## config.mk

```make
export PLATFORM = sky130hd
export DESIGN_NAME = d_mem_arbiter
export DESIGN_NICKNAME = d
export VERILOG_FILES = /design/src/rtl/d_mem_arb_pkg.sv /design/src/rtl/d_mem_arbiter_rr_arb2.sv /design/src/rtl/d_mem_arbiter.sv
export SDC_FILE = /design/constraint.sdc
export NUM_CORES = 1
export LEC_CHECK = 0
export BUFFER_PORTS_ARGS = -buffer_cell sky130_fd_sc_hd__buf_2
export CORE_MARGIN = 2
export CORE_UTILIZATION = 38
export DETAILED_ROUTE_END_ITERATION = 10
export HOLD_SLACK_MARGIN = 0.15
export PLACE_DENSITY = 0.72
export SLEW_MARGIN = 20
export SYNTH_ARGS = -nofsm -noshare
export SYNTH_HDL_FRONTEND = slang
export SYNTH_SLANG_ARGS = --single-unit
```

## constraint.sdc

```tcl
create_clock -name clk -period 3.4 [get_ports clk]
set_input_delay 0.51 -clock clk [delete_from_list [all_inputs] [get_ports clk]]
set_output_delay 0.51 -clock clk [all_outputs]
set_load 0.02 [all_outputs]
```

## src/rtl/d_mem_arb_pkg.sv

```systemverilog
// Shared encodings for the byte-serialising data-memory arbiter.
// Holds the access-size codes, the FSM state type and the last-byte-index helper.
package d_mem_arb_pkg;

    localparam logic [1:0] SZ_BYTE = 2'b00;
    localparam logic [1:0] SZ_HALF = 2'b01;
    localparam logic [1:0] SZ_WORD = 2'b10;

    typedef enum logic [1:0] {
        IDLE = 2'd0,
        XFER = 2'd1,
        DONE = 2'd2
    } state_t;

    // Index of the last byte cycle for an access size (11 also counts as a word).
    function automatic logic [1:0] nbytes(input logic [1:0] size);
        case (size)
            SZ_BYTE: return 2'd0;
            SZ_HALF: return 2'd1;
            default: return 2'd3;
        endcase
    endfunction

endpackage

```

## src/rtl/d_mem_arbiter_rr_arb2.sv

```systemverilog
// Two-way round-robin picker; the last-grant pointer is owned by the parent.
// On a tie the requester that was not granted last wins.
module rr_arb2 (
    input  logic [1:0] req,
    input  logic       last,
    output logic [1:0] grant
);

    always_comb begin
        grant = 2'b00;
        if (req == 2'b11) begin
            grant = last ? 2'b01 : 2'b10;
        end else begin
            grant = req;
        end
    end

endmodule

```

## src/rtl/d_mem_arbiter.sv

```systemverilog
// Shares one byte-wide memory port between the CPU (requester 0) and the debug port (requester 1).
// Granted accesses are split into little-endian byte cycles; reads return zero-extended with done.
module d_mem_arbiter
    import d_mem_arb_pkg::*;
#(
    parameter int ADDR_W = 32
) (
    input  logic              clk,
    input  logic              rst_n,
    input  logic [1:0]        req,
    input  logic [1:0]        we,
    input  logic [1:0]        size0,
    input  logic [1:0]        size1,
    input  logic [ADDR_W-1:0] addr0,
    input  logic [ADDR_W-1:0] addr1,
    input  logic [31:0]       wdata0,
    input  logic [31:0]       wdata1,
    output logic [1:0]        gnt,
    output logic [1:0]        done,
    output logic [31:0]       rdata,
    output logic              mem_re,
    output logic              mem_we,
    output logic [ADDR_W-1:0] mem_addr,
    output logic [7:0]        mem_wdata,
    input  logic [7:0]        mem_rdata,
    output logic [1:0]        dbg_state_o
);

    state_t              state_q, state_d;
    logic                last_q, last_d;
    logic                owner_q, owner_d;
    logic                we_q, we_d;
    logic [1:0]          size_q, size_d;
    logic [1:0]          idx_q, idx_d;
    logic [ADDR_W-1:0]   addr_q, addr_d;
    logic [31:0]         wdata_q, wdata_d;
    logic [31:0]         rbuf_q, rbuf_d;
    logic [1:0]          pick;

    rr_arb2 u_rr_arb2 (
        .req   (req),
        .last  (last_q),
        .grant (pick)
    );

    always_ff @(posedge clk or negedge rst_n) begin
        if (!rst_n) begin
            state_q <= IDLE;
            last_q  <= 1'b1;
            owner_q <= 1'b0;
            we_q    <= 1'b0;
            size_q  <= SZ_BYTE;
            idx_q   <= 2'd0;
            addr_q  <= '0;
            wdata_q <= '0;
            rbuf_q  <= '0;
        end else begin
            state_q <= state_d;
            last_q  <= last_d;
            owner_q <= owner_d;
            we_q    <= we_d;
            size_q  <= size_d;
            idx_q   <= idx_d;
            addr_q  <= addr_d;
            wdata_q <= wdata_d;
            rbuf_q  <= rbuf_d;
        end
    end

    always_comb begin
        state_d = state_q;
        case (state_q)
            IDLE:    if (|req) state_d = XFER;
            XFER:    if (idx_q == nbytes(size_q)) state_d = DONE;
            DONE:    state_d = IDLE;
            default: state_d = IDLE;
        endcase
    end

    // Request latching and byte sequencing; nothing outside IDLE looks at the live inputs.
    always_comb begin
        last_d  = last_q;
        owner_d = owner_q;
        we_d    = we_q;
        size_d  = size_q;
        idx_d   = idx_q;
        addr_d  = addr_q;
        wdata_d = wdata_q;
        rbuf_d  = rbuf_q;
        case (state_q)
            IDLE: begin
                if (|req) begin
                    owner_d = pick[1];
                    last_d  = pick[1];
                    we_d    = pick[1] ? we[1]  : we[0];
                    size_d  = pick[1] ? size1  : size0;
                    addr_d  = pick[1] ? addr1  : addr0;
                    wdata_d = pick[1] ? wdata1 : wdata0;
                    idx_d   = 2'd0;
                    rbuf_d  = '0;
                end
            end
            XFER: begin
                if (!we_q) begin
                    rbuf_d[{idx_q, 3'b000} +: 8] = mem_rdata;
                end
                idx_d = idx_q + 2'd1;
            end
            default: ;
        endcase
    end

    always_comb begin
        gnt         = '0;
        done        = '0;
        rdata       = '0;
        mem_re      = 1'b0;
        mem_we      = 1'b0;
        mem_addr    = '0;
        mem_wdata   = '0;
        dbg_state_o = state_q;
        case (state_q)
            IDLE: begin
                // Masked so a requester holding req through reset sees no grant.
                if (rst_n) gnt = pick;
            end
            XFER: begin
                mem_re   = ~we_q;
                mem_we   = we_q;
                mem_addr = addr_q + ADDR_W'(idx_q);
                if (we_q) mem_wdata = wdata_q[{idx_q, 3'b000} +: 8];
            end
            DONE: begin
                done = owner_q ? 2'b10 : 2'b01;
                if (!we_q) rdata = rbuf_q;
            end
            default: ;
        endcase
    end

endmodule
```

* Word-level counts from Yosys, hierarchy flattened
Index checks and enable logic that the tools add are counted.
** Operators by class
- $add $sub $neg :: 3
- Multiply operators :: 0
- Div/mod/pow operators :: 0
- Order comparisons :: 0
- Eq/ne operators :: 8
- Shifts and indexed selects :: 3
- Mux-type cells :: 28
- Bitwise gates (word level) :: 1
- Reduce and logical (&&, ||, !) cells :: 8
** Operators with widths (count)
- two-way mux 32 bit :: 7
- case mux 32 bit (2 select lines) :: 1
- adder 32 x 2 -> 32 bit :: 1
- bitwise mux 32 bit :: 1
- variable shift 8 x 7 -> 32 bit, first input constant :: 1
- indexed part select 32 x 6 -> 8 bit :: 1
- indexed part select 8 x 7 -> 32 bit :: 1
- two-way mux 2 bit :: 11
- two-way mux 8 bit :: 2
- case mux 2 bit (2 select lines) :: 3
- negator 5 -> 7 bit :: 1
- != test 2 bit, second input constant :: 3
- AND reduction 2 bit :: 3
- == test 2 x 1 -> 1 bit, second input constant :: 2
- == test 2 bit, second input constant :: 2
- zero test 2 bit :: 2
- two-way mux 1 bit :: 3
- AND reduction 3 bit :: 1
- adder 2 x 1 -> 2 bit, second input constant :: 1
- == test 2 bit :: 1
- nonzero test 2 bit :: 1
- OR reduction 2 bit :: 1
- inverter 1 bit :: 1
** Storage, ports and cells
- Flip-flop bits (word level) :: 105
- Latch bits :: 0
- Bits in writable memories :: 0
- ROM bits :: 0
- Input bits :: 146
- Output and inout port bits :: 80
- Memories :: 0

* Logic depth before layout (Yosys ltp)
Gate-level depths: netlist (run 1).
- Depth after elaboration :: 6
- Depth in mapped cells :: 9
- Mapped depth without buffers :: 6

* By module
Synthesis (run 1) repeated with hierarchy kept, for this count alone.
** Second synthesis, totals
- Cell total of the unflattened synthesis :: 619
- Area total of the unflattened synthesis :: 5943.2 µm²
** By module, submodules not included
- d_mem_arbiter :: instances 1, cells an instance 616, area an instance 5924.4 µm², sequential area each 2628.8 µm²
- rr_arb2 :: instances 1, cells an instance 3, area an instance 18.8 µm², sequential area each 0.0 µm²

* Worst setup path after synthesis (run 1)
No wires, ideal clock.
- Kind :: register -> output
- From :: register idx_q[1]
- To :: output port mem_addr[21]
- Data arrival time :: 2.195 ns
- Data required time :: 2.890 ns
- Path slack :: 0.695 ns
- Cell stages (with the launch flop) :: 6
- Path buffers :: 0
- Cell sequence :: dfrtp_1 > ha_1 > a21oi_1 > or4_4 > or4_1 > a21oi_1
** On the way
- Word-level cells in the longest chain between the ends :: 2
** Ends and longest elaborated chain
- start, declared :: line d_mem_arbiter.sv:34 : logic [1:0] idx_q, idx_d;
- start signal, assigned :: line d_mem_arbiter.sv:63 : idx_q <= idx_d;
- adder 32 x 2 -> 32 bit :: line d_mem_arbiter.sv:130 : mem_addr = addr_q + ADDR_W'(idx_q);
- two-way mux 32 bit :: line d_mem_arbiter.sv:122 : case (state_q)
- end, declared :: line d_mem_arbiter.sv:23 : output logic [ADDR_W-1:0] mem_addr,
No other way between the ends.

* Worst setup path in the final report (run 1)
- From :: register addr_q[1]
- To :: output port mem_addr[19]
** On the way
- Word-level cells in the longest chain between the ends :: 2
** Ends and longest elaborated chain
- start, declared :: line d_mem_arbiter.sv:35 : logic [ADDR_W-1:0] addr_q, addr_d;
- start signal, assigned :: line d_mem_arbiter.sv:64 : addr_q <= addr_d;
- adder 32 x 2 -> 32 bit :: line d_mem_arbiter.sv:130
- two-way mux 32 bit :: line d_mem_arbiter.sv:122
No other way between the ends.

==> results.json, run 1 <==
{
  "ys_seq_elements": 105,
  "finalWorstSetupSlack_ns": 0.259,
  "post-synth-top-area-cell": "dfrtp_1",
  "fin_crit_ns": 3.14,
  "grt_first_pass_wirelength_um": 25400,
  "grt_max_degree": 68,
  "first_pass_iters": 4,
  "synth-main-ff-cell": "dfrtp_1",
  "place.gp.congestion": 0.856,
  "syn_avg_cell_area_um2": 9.52,
  "seqCellArea_um2": 2630,
  "grt_pass1_vias": 4959,
  "place_ws_ns": 0.638,
  "cp_max_fo": 13,
  "core_area_um2": 15700,
  "outcome": "finished clean",
  "reg2reg_slack_ns": 1.13,
  "track_usage": 0.194,
  "rr_worst_depth": 7,
  "die-area_um2": 17000,
  "slowest_stage": "or4_4",
  "worstSetupPathDepth": 6,
  "cts.sinks": 105,
  "path_cells": "ha_1, a21oi_1, or4_4, or4_1, a21oi_1, buf_2",
  "die_x_um": 130,
  "clkTransAtPathRegs_ns": 0.08,
  "critPathMaxStageDelay_ns": 0.59,
  "io_buffers": 225,
  "ys_seq_area_frac": 0.434,
  "drc_errors": 0,
  "fin_skew_ns": 0.0122,
  "antennaDiodeCount": 0,
  "clockRootBuffer": "clkbuf_16",
  "max_freq_mhz": 318,
  "setup_viol": 0,
  "syn_inst": 636,
  "via_per_inst": 5.07,
  "setup_tns_ns": 0,
  "min_period_over_period": 0.924,
  "max_slew_margin": 0.336,
  "rsz0062_at_grt": "no",
  "yosys.cell_types.count": 50,
  "end_kind": "primary output",
  "synth_edf_count": 0,
  "start_kind": "flip-flop",
  "gr-total-overflow": 0,
  "ant_nets": 0,
  "worst-endpoint-required_ns": 2.89,
  "drv_slew": 0,
  "vias": 5392,
  "ys_warn_count": 0,
  "ctsResizeCount": 0,
  "io_pins": 226,
  "synth_top_area_share": 0.430,
  "fill_cells": 1492,
  "numCtsBuffers": 9,
  "critPathMostFrequentCell": "a21oi_1",
  "worst_pin_slew_ns": 0.992,
  "drtIter0Drc": 245,
  "hold_violations": 0,
  "fin_util": 0.493,
  "wl_um": 16500,
  "syn-num-nets": 789,
  "p_leak_nw": 3.81,
  "grt_antenna_before_repair": 0,
  "hpwlAfterDp_um": 12500,
  "maxCapViolations": 0,
  "hp-class": "in2reg",
  "path_delay_family": "simple AND/OR/NAND/NOR gates",
  "synth.area.top_cells": "dfrtp_1 43%, mux2i_1 13%, o21ai_0 6.3%",
  "syn2layout_area_growth_pct": 28.0,
  "p_total_mw": 5.94,
  "fin_nets": 996,
  "post_cts_buffers": 0,
  "irDropWorstVdd_mv": 0.334,
  "critPathBufInv": 1,
  "row_count": 46,
  "path_class": "reg2out",
  "cts_tree": "built",
  "htreeDepth": 3,
  "whs_ns": 0.439,
  "multi_input_area_um2": 3180,
  "start_util": 0.385,
  "hold_path_depth": 2,
  "wl_per_cell_um": 15.5,
  "powerDensity_nw_per_um2": 767,
  "arrival_ns": 2.63,
  "layout-drive-gt1-share": 0.328,
  "insertion_delay_ns": 0.35,
  "synthArstFlopShare": 1.00,
  "die_height_um": 130,
  "cts.path.max_buffers": 2,
  "syn-cell-area_um2": 6050
}
[registers in the layout, summed over array words and instances, names as in the netlist]
| register | count |
|---|---|
| wdata_q | 32 |
| dbg_state_o | 2 |
| we_q | 1 |
| rbuf_q | 32 |
| addr_q | 32 |
| idx_q | 2 |
| last_q | 1 |
| size_q | 2 |
| owner_q | 1 |
[metrics by stage]
step	cell area, µm²	instances
6_report	7750	1064
5_1_grt	7750	1064
4_1_cts	7750	1064
3_5_place_dp	7440	1047
3_3_place_gp	7440	1047
2_1_floorplan	6050	636
[worst register-to-register path, stage by stage (launching register included)]
cell and delay (ns):
dfrtp_1 0.36, buf_4 0.29, inv_1 0.12, ha_1 0.27, nor4bb_1 0.35, nand3_1 0.11, nor2_1 0.49, a22o_1 0.22
[power breakdown]
group	internal (mW)	switching, mW
combinational	1.10	1.65
sequential	1.72	0.441
clock	0.521	0.517
[placed cells by master (no fill, tap or decap), drive strengths merged, types with 2 or more instances in the layout]
cell	netlist	layout
clkinv	0	2
nand2b	3	3
nor4bb	2	2
buf	14	243
or3	5	5
inv	16	21
or4	10	10
nand4	8	8
nor2	20	20
xnor2	7	7
nor4	6	6
nor2b	2	2
a21o	3	3
clkbuf	34	9
mux2i	76	76
a22o	24	24
dfrtp	104	104
o31ai	10	10
and4	5	5
ha	6	6
nand2	88	88
mux4	8	8
a21oi	17	17
nand3b	3	3
o21ai	77	77
nor3	9	9
o21a	2	2
and3	13	13
and2	29	29
nand3	17	17
xor2	6	6
[cells in the mapped netlist, types with 9 or more instances]
library cell,number
inv_1,16
o31ai_1,10
mux2i_1,76
nand3_1,16
and3_1,12
buf_2,10
or4_1,9
o21ai_0,76
nand2_1,88
dfrtp_1,104
a22o_1,24
a21oi_1,17
clkbuf_1,34
and2_1,29
nor2_1,20
nor3_1,9
[area by class of cell]
type | instances | share of cell area
multi-input cells | 467 | 0.411
clock inverters | 7 | 0.00888
flip-flops and latches | 105 | 0.339
well taps | 216 | 0.0349
inverters | 16 | 0.00775
clock buffers | 9 | 0.0291
repair buffers | 244 | 0.169
[metal layers]
layer	vias to the layer above	wire length [µm]	GRT usage
li1	2681	-	-
met1	2531	7580	0.271
met2	162	7890	0.318
met3	18	785	0.0234
met4	0	235	0.0595
met5	-	0	0
[path summary, 6_finish.rpt]
check,endpoint,start
max in group asynchronous,wdata_q[6]$_DFFE_PN0P_,rst_n
max reg2reg,rbuf_q[9]$_DFFE_PN0P_,idx_q[0]$_DFFE_PN0P_
min,rbuf_q[10]$_DFFE_PN0P_,mem_rdata[2]
min reg2reg,wdata_q[20]$_DFFE_PN0P_,wdata_q[20]$_DFFE_PN0P_
max,mem_addr[19],addr_q[1]$_DFFE_PN0P_
min in group asynchronous,rbuf_q[11]$_DFFE_PN0P_,rst_n
[cell families (layout without fill, tap and decap cells)]
logic type | count (synthesis) | in the layout | share of synthesized area
AO/OA/AOI/OAI | 141 | 141 | 0.142
XOR/XNOR | 13 | 13 | 0.0188
adder cells (fa/ha/maj) | 7 | 7 | 0.0157
buffers and inverters | 64 | 276 | 0.0442
flip-flops | 105 | 105 | 0.434
multiplexers | 84 | 84 | 0.155
AND/OR/NAND/NOR | 222 | 222 | 0.189
[repair_timing]
item                       in CTS  in global routing
hold buffers                    1                  0
hold endpoints to repair       22                  0
setup endpoints to repair       0                  0
No activity file was read; power rests on OpenSTA's default activity.
==> run 2, diff against run 1 <==
- CELL_PAD_IN_SITES_DETAIL_PLACEMENT: not set -> 0
- CELL_PAD_IN_SITES_GLOBAL_PLACEMENT: not set -> 1
- PLACE_DENSITY: 0.72 -> 0.91
==> run 2 against run 1 <==
Compared with the run above:
- sequential power about the same
- total power decreased by 2.0%
- die area unchanged
- critical endpoint is now mem_addr[21]
- clock skew decreased by 0.0031 ns
==> results.json, run 2 (synthesis results as in run 1) <==
{
  "place_ws_ns": 0.672,
  "first_pass_iters": 4,
  "track_usage": 0.191,
  "fin_area_um2": 7650,
  "hp-class": "in2reg",
  "wl_um": 16200,
  "max_freq_mhz": 323,
  "critPathMostFrequentCell": "a21oi_1",
  "end_kind": "primary output",
  "placed_cell_area_um2": 7360,
  "irDropWorstVdd_mv": 0.306,
  "numCtsBuffers": 9,
  "max_slew_margin": 0.532,
  "clkTransAtPathRegs_ns": 0.07,
  "ctsResizeCount": 0,
  "finalWorstSetupSlack_ns": 0.303,
  "fin_nets": 989,
  "worstHoldStart": "mem_rdata[5]",
  "slowest_stage": "or4_4",
  "powerDensity_nw_per_um2": 761,
  "die-area_um2": 17000,
  "wl_per_cell_um": 15.3,
  "fin_crit_ns": 3.10,
  "arrival_ns": 2.59,
  "path_class": "reg2out",
  "grt_antenna_before_repair": 0,
  "grt_max_degree": 137,
  "htreeDepth": 3,
  "place.gp.congestion": 0.870,
  "whs_ns": 0.441,
  "final_common_cell": "buf_2",
  "p_leak_nw": 3.75,
  "cts.sinks": 105,
  "syn2layout_area_growth_pct": 26.4,
  "vias": 5290,
  "reg.largest.list": "addr_q (32), rbuf_q (32), wdata_q (32)",
  "critPathMaxStageDelay_ns": 0.59,
  "reg2reg_from": "idx_q[0]$_DFFE_PN0P_",
  "grt_first_pass_wirelength_um": 25100,
  "setup_viol": 0,
  "start_util": 0.385,
  "maxCapViolations": 0,
  "final_cell_mix": "224 x buf_2, 104 x dfrtp_1, 88 x nand2_1",
  "hpwlAfterDp_um": 12100,
  "path_cells": "ha_1, a21oi_1, or4_4, or4_1, a21oi_1, buf_2",
  "io_buffers": 225,
  "clockRootBuffer": "clkbuf_16",
  "cp-startpoint": "addr_q[1]$_DFFE_PN0P_",
  "row_count": 46,
  "gr-total-overflow": 0,
  "ant_nets": 0,
  "via_per_inst": 5.01,
  "worst_pin_slew_ns": 0.702,
  "die_height_um": 130,
  "worst-endpoint-required_ns": 2.89,
  "insertion_delay_ns": 0.35,
  "io_pins": 226,
  "drv_slew": 0,
  "hold_violations": 0,
  "min_period_over_period": 0.911,
  "core_area_um2": 15700,
  "antennaDiodeCount": 0,
  "layout-drive-gt1-share": 0.321,
  "grt_pass1_vias": 4833,
  "start_kind": "flip-flop",
  "rsz0062_at_grt": "no",
  "cts.path.max_buffers": 2,
  "cts_tree": "built",
  "drtIter0Drc": 186,
  "die_x_um": 130,
  "drc_errors": 0,
  "cp_max_fo": 13,
  "setup_tns_ns": 0,
  "outcome": "finished clean",
  "fin_skew_ns": 0.00911,
  "p_total_mw": 5.82
}
-- run 2: area by class of cell --
class	count	area (µm²)
timing repair buffer	237	1230
clock buffer	10	239
tap	216	270
multi-input combinational	467	3180
inverter	16	60.1
clock inverter	5	40.0
sequential	105	2630
fill	1554	8060
-- run 2: routing by layer --
layer  share of wire  routed length (µm)  vias to the layer above  track usage
met4           0.020                 316                        0       0.0639
met2            0.46                7390                      133        0.302
met5               0                   0                        -            0
met1            0.48                7780                     2470        0.268
met3           0.043                 695                       20       0.0316
li1                -                   -                     2667            -
-- run 2: timing repair --
action / 4_1_cts / 5_1_grt
hold endpoints to repair: 24 / 0
hold buffers: 1 / 0
setup endpoints to repair: 0 / 0
setup buffers: 0 / 0
-- run 2: metrics by stage --
stage / utilization / std cells
6_report: 0.487 / 1056
5_1_grt: 0.487 / 1056
2_1_floorplan: - / 636
3_5_place_dp: 0.469 / 1040
3_3_place_gp: 0.469 / 1040
4_1_cts: 0.487 / 1056
-- run 2: power breakdown --
| group | switching, mW | total [mW] | internal [mW] |
|---|---|---|---|
| clock network | 0.475 | 0.994 | 0.518 |
| registers | 0.422 | 2.15 | 1.72 |
| logic | 1.63 | 2.68 | 1.05 |
-- run 2: worst max-delay path, delay by kind of cell, from the launching register on --
family	cells	cell delay, ns
flip-flops	1	0.41
AND/OR/NAND/NOR	2	1.07
AO/OA/AOI/OAI	2	0.30
buffers and inverters	1	0.18
adder cells (fa/ha/maj)	1	0.28
-- run 2: path summary, 6_finish.rpt --
check	endpoint	slack, ns	cells past startpoint
worst max-delay path	mem_addr[21]	0.30	6
worst min-delay path	rbuf_q[5]$_DFFE_PN0P_	0.44	2
worst max register to register	rbuf_q[13]$_DFFE_PN0P_	1.14	7
worst min register to register	wdata_q[11]$_DFFE_PN0P_	0.48	2
max in group asynchronous	wdata_q[31]$_DFFE_PN0P_	1.74	3
min in group asynchronous	addr_q[10]$_DFFE_PN0P_	0.62	2
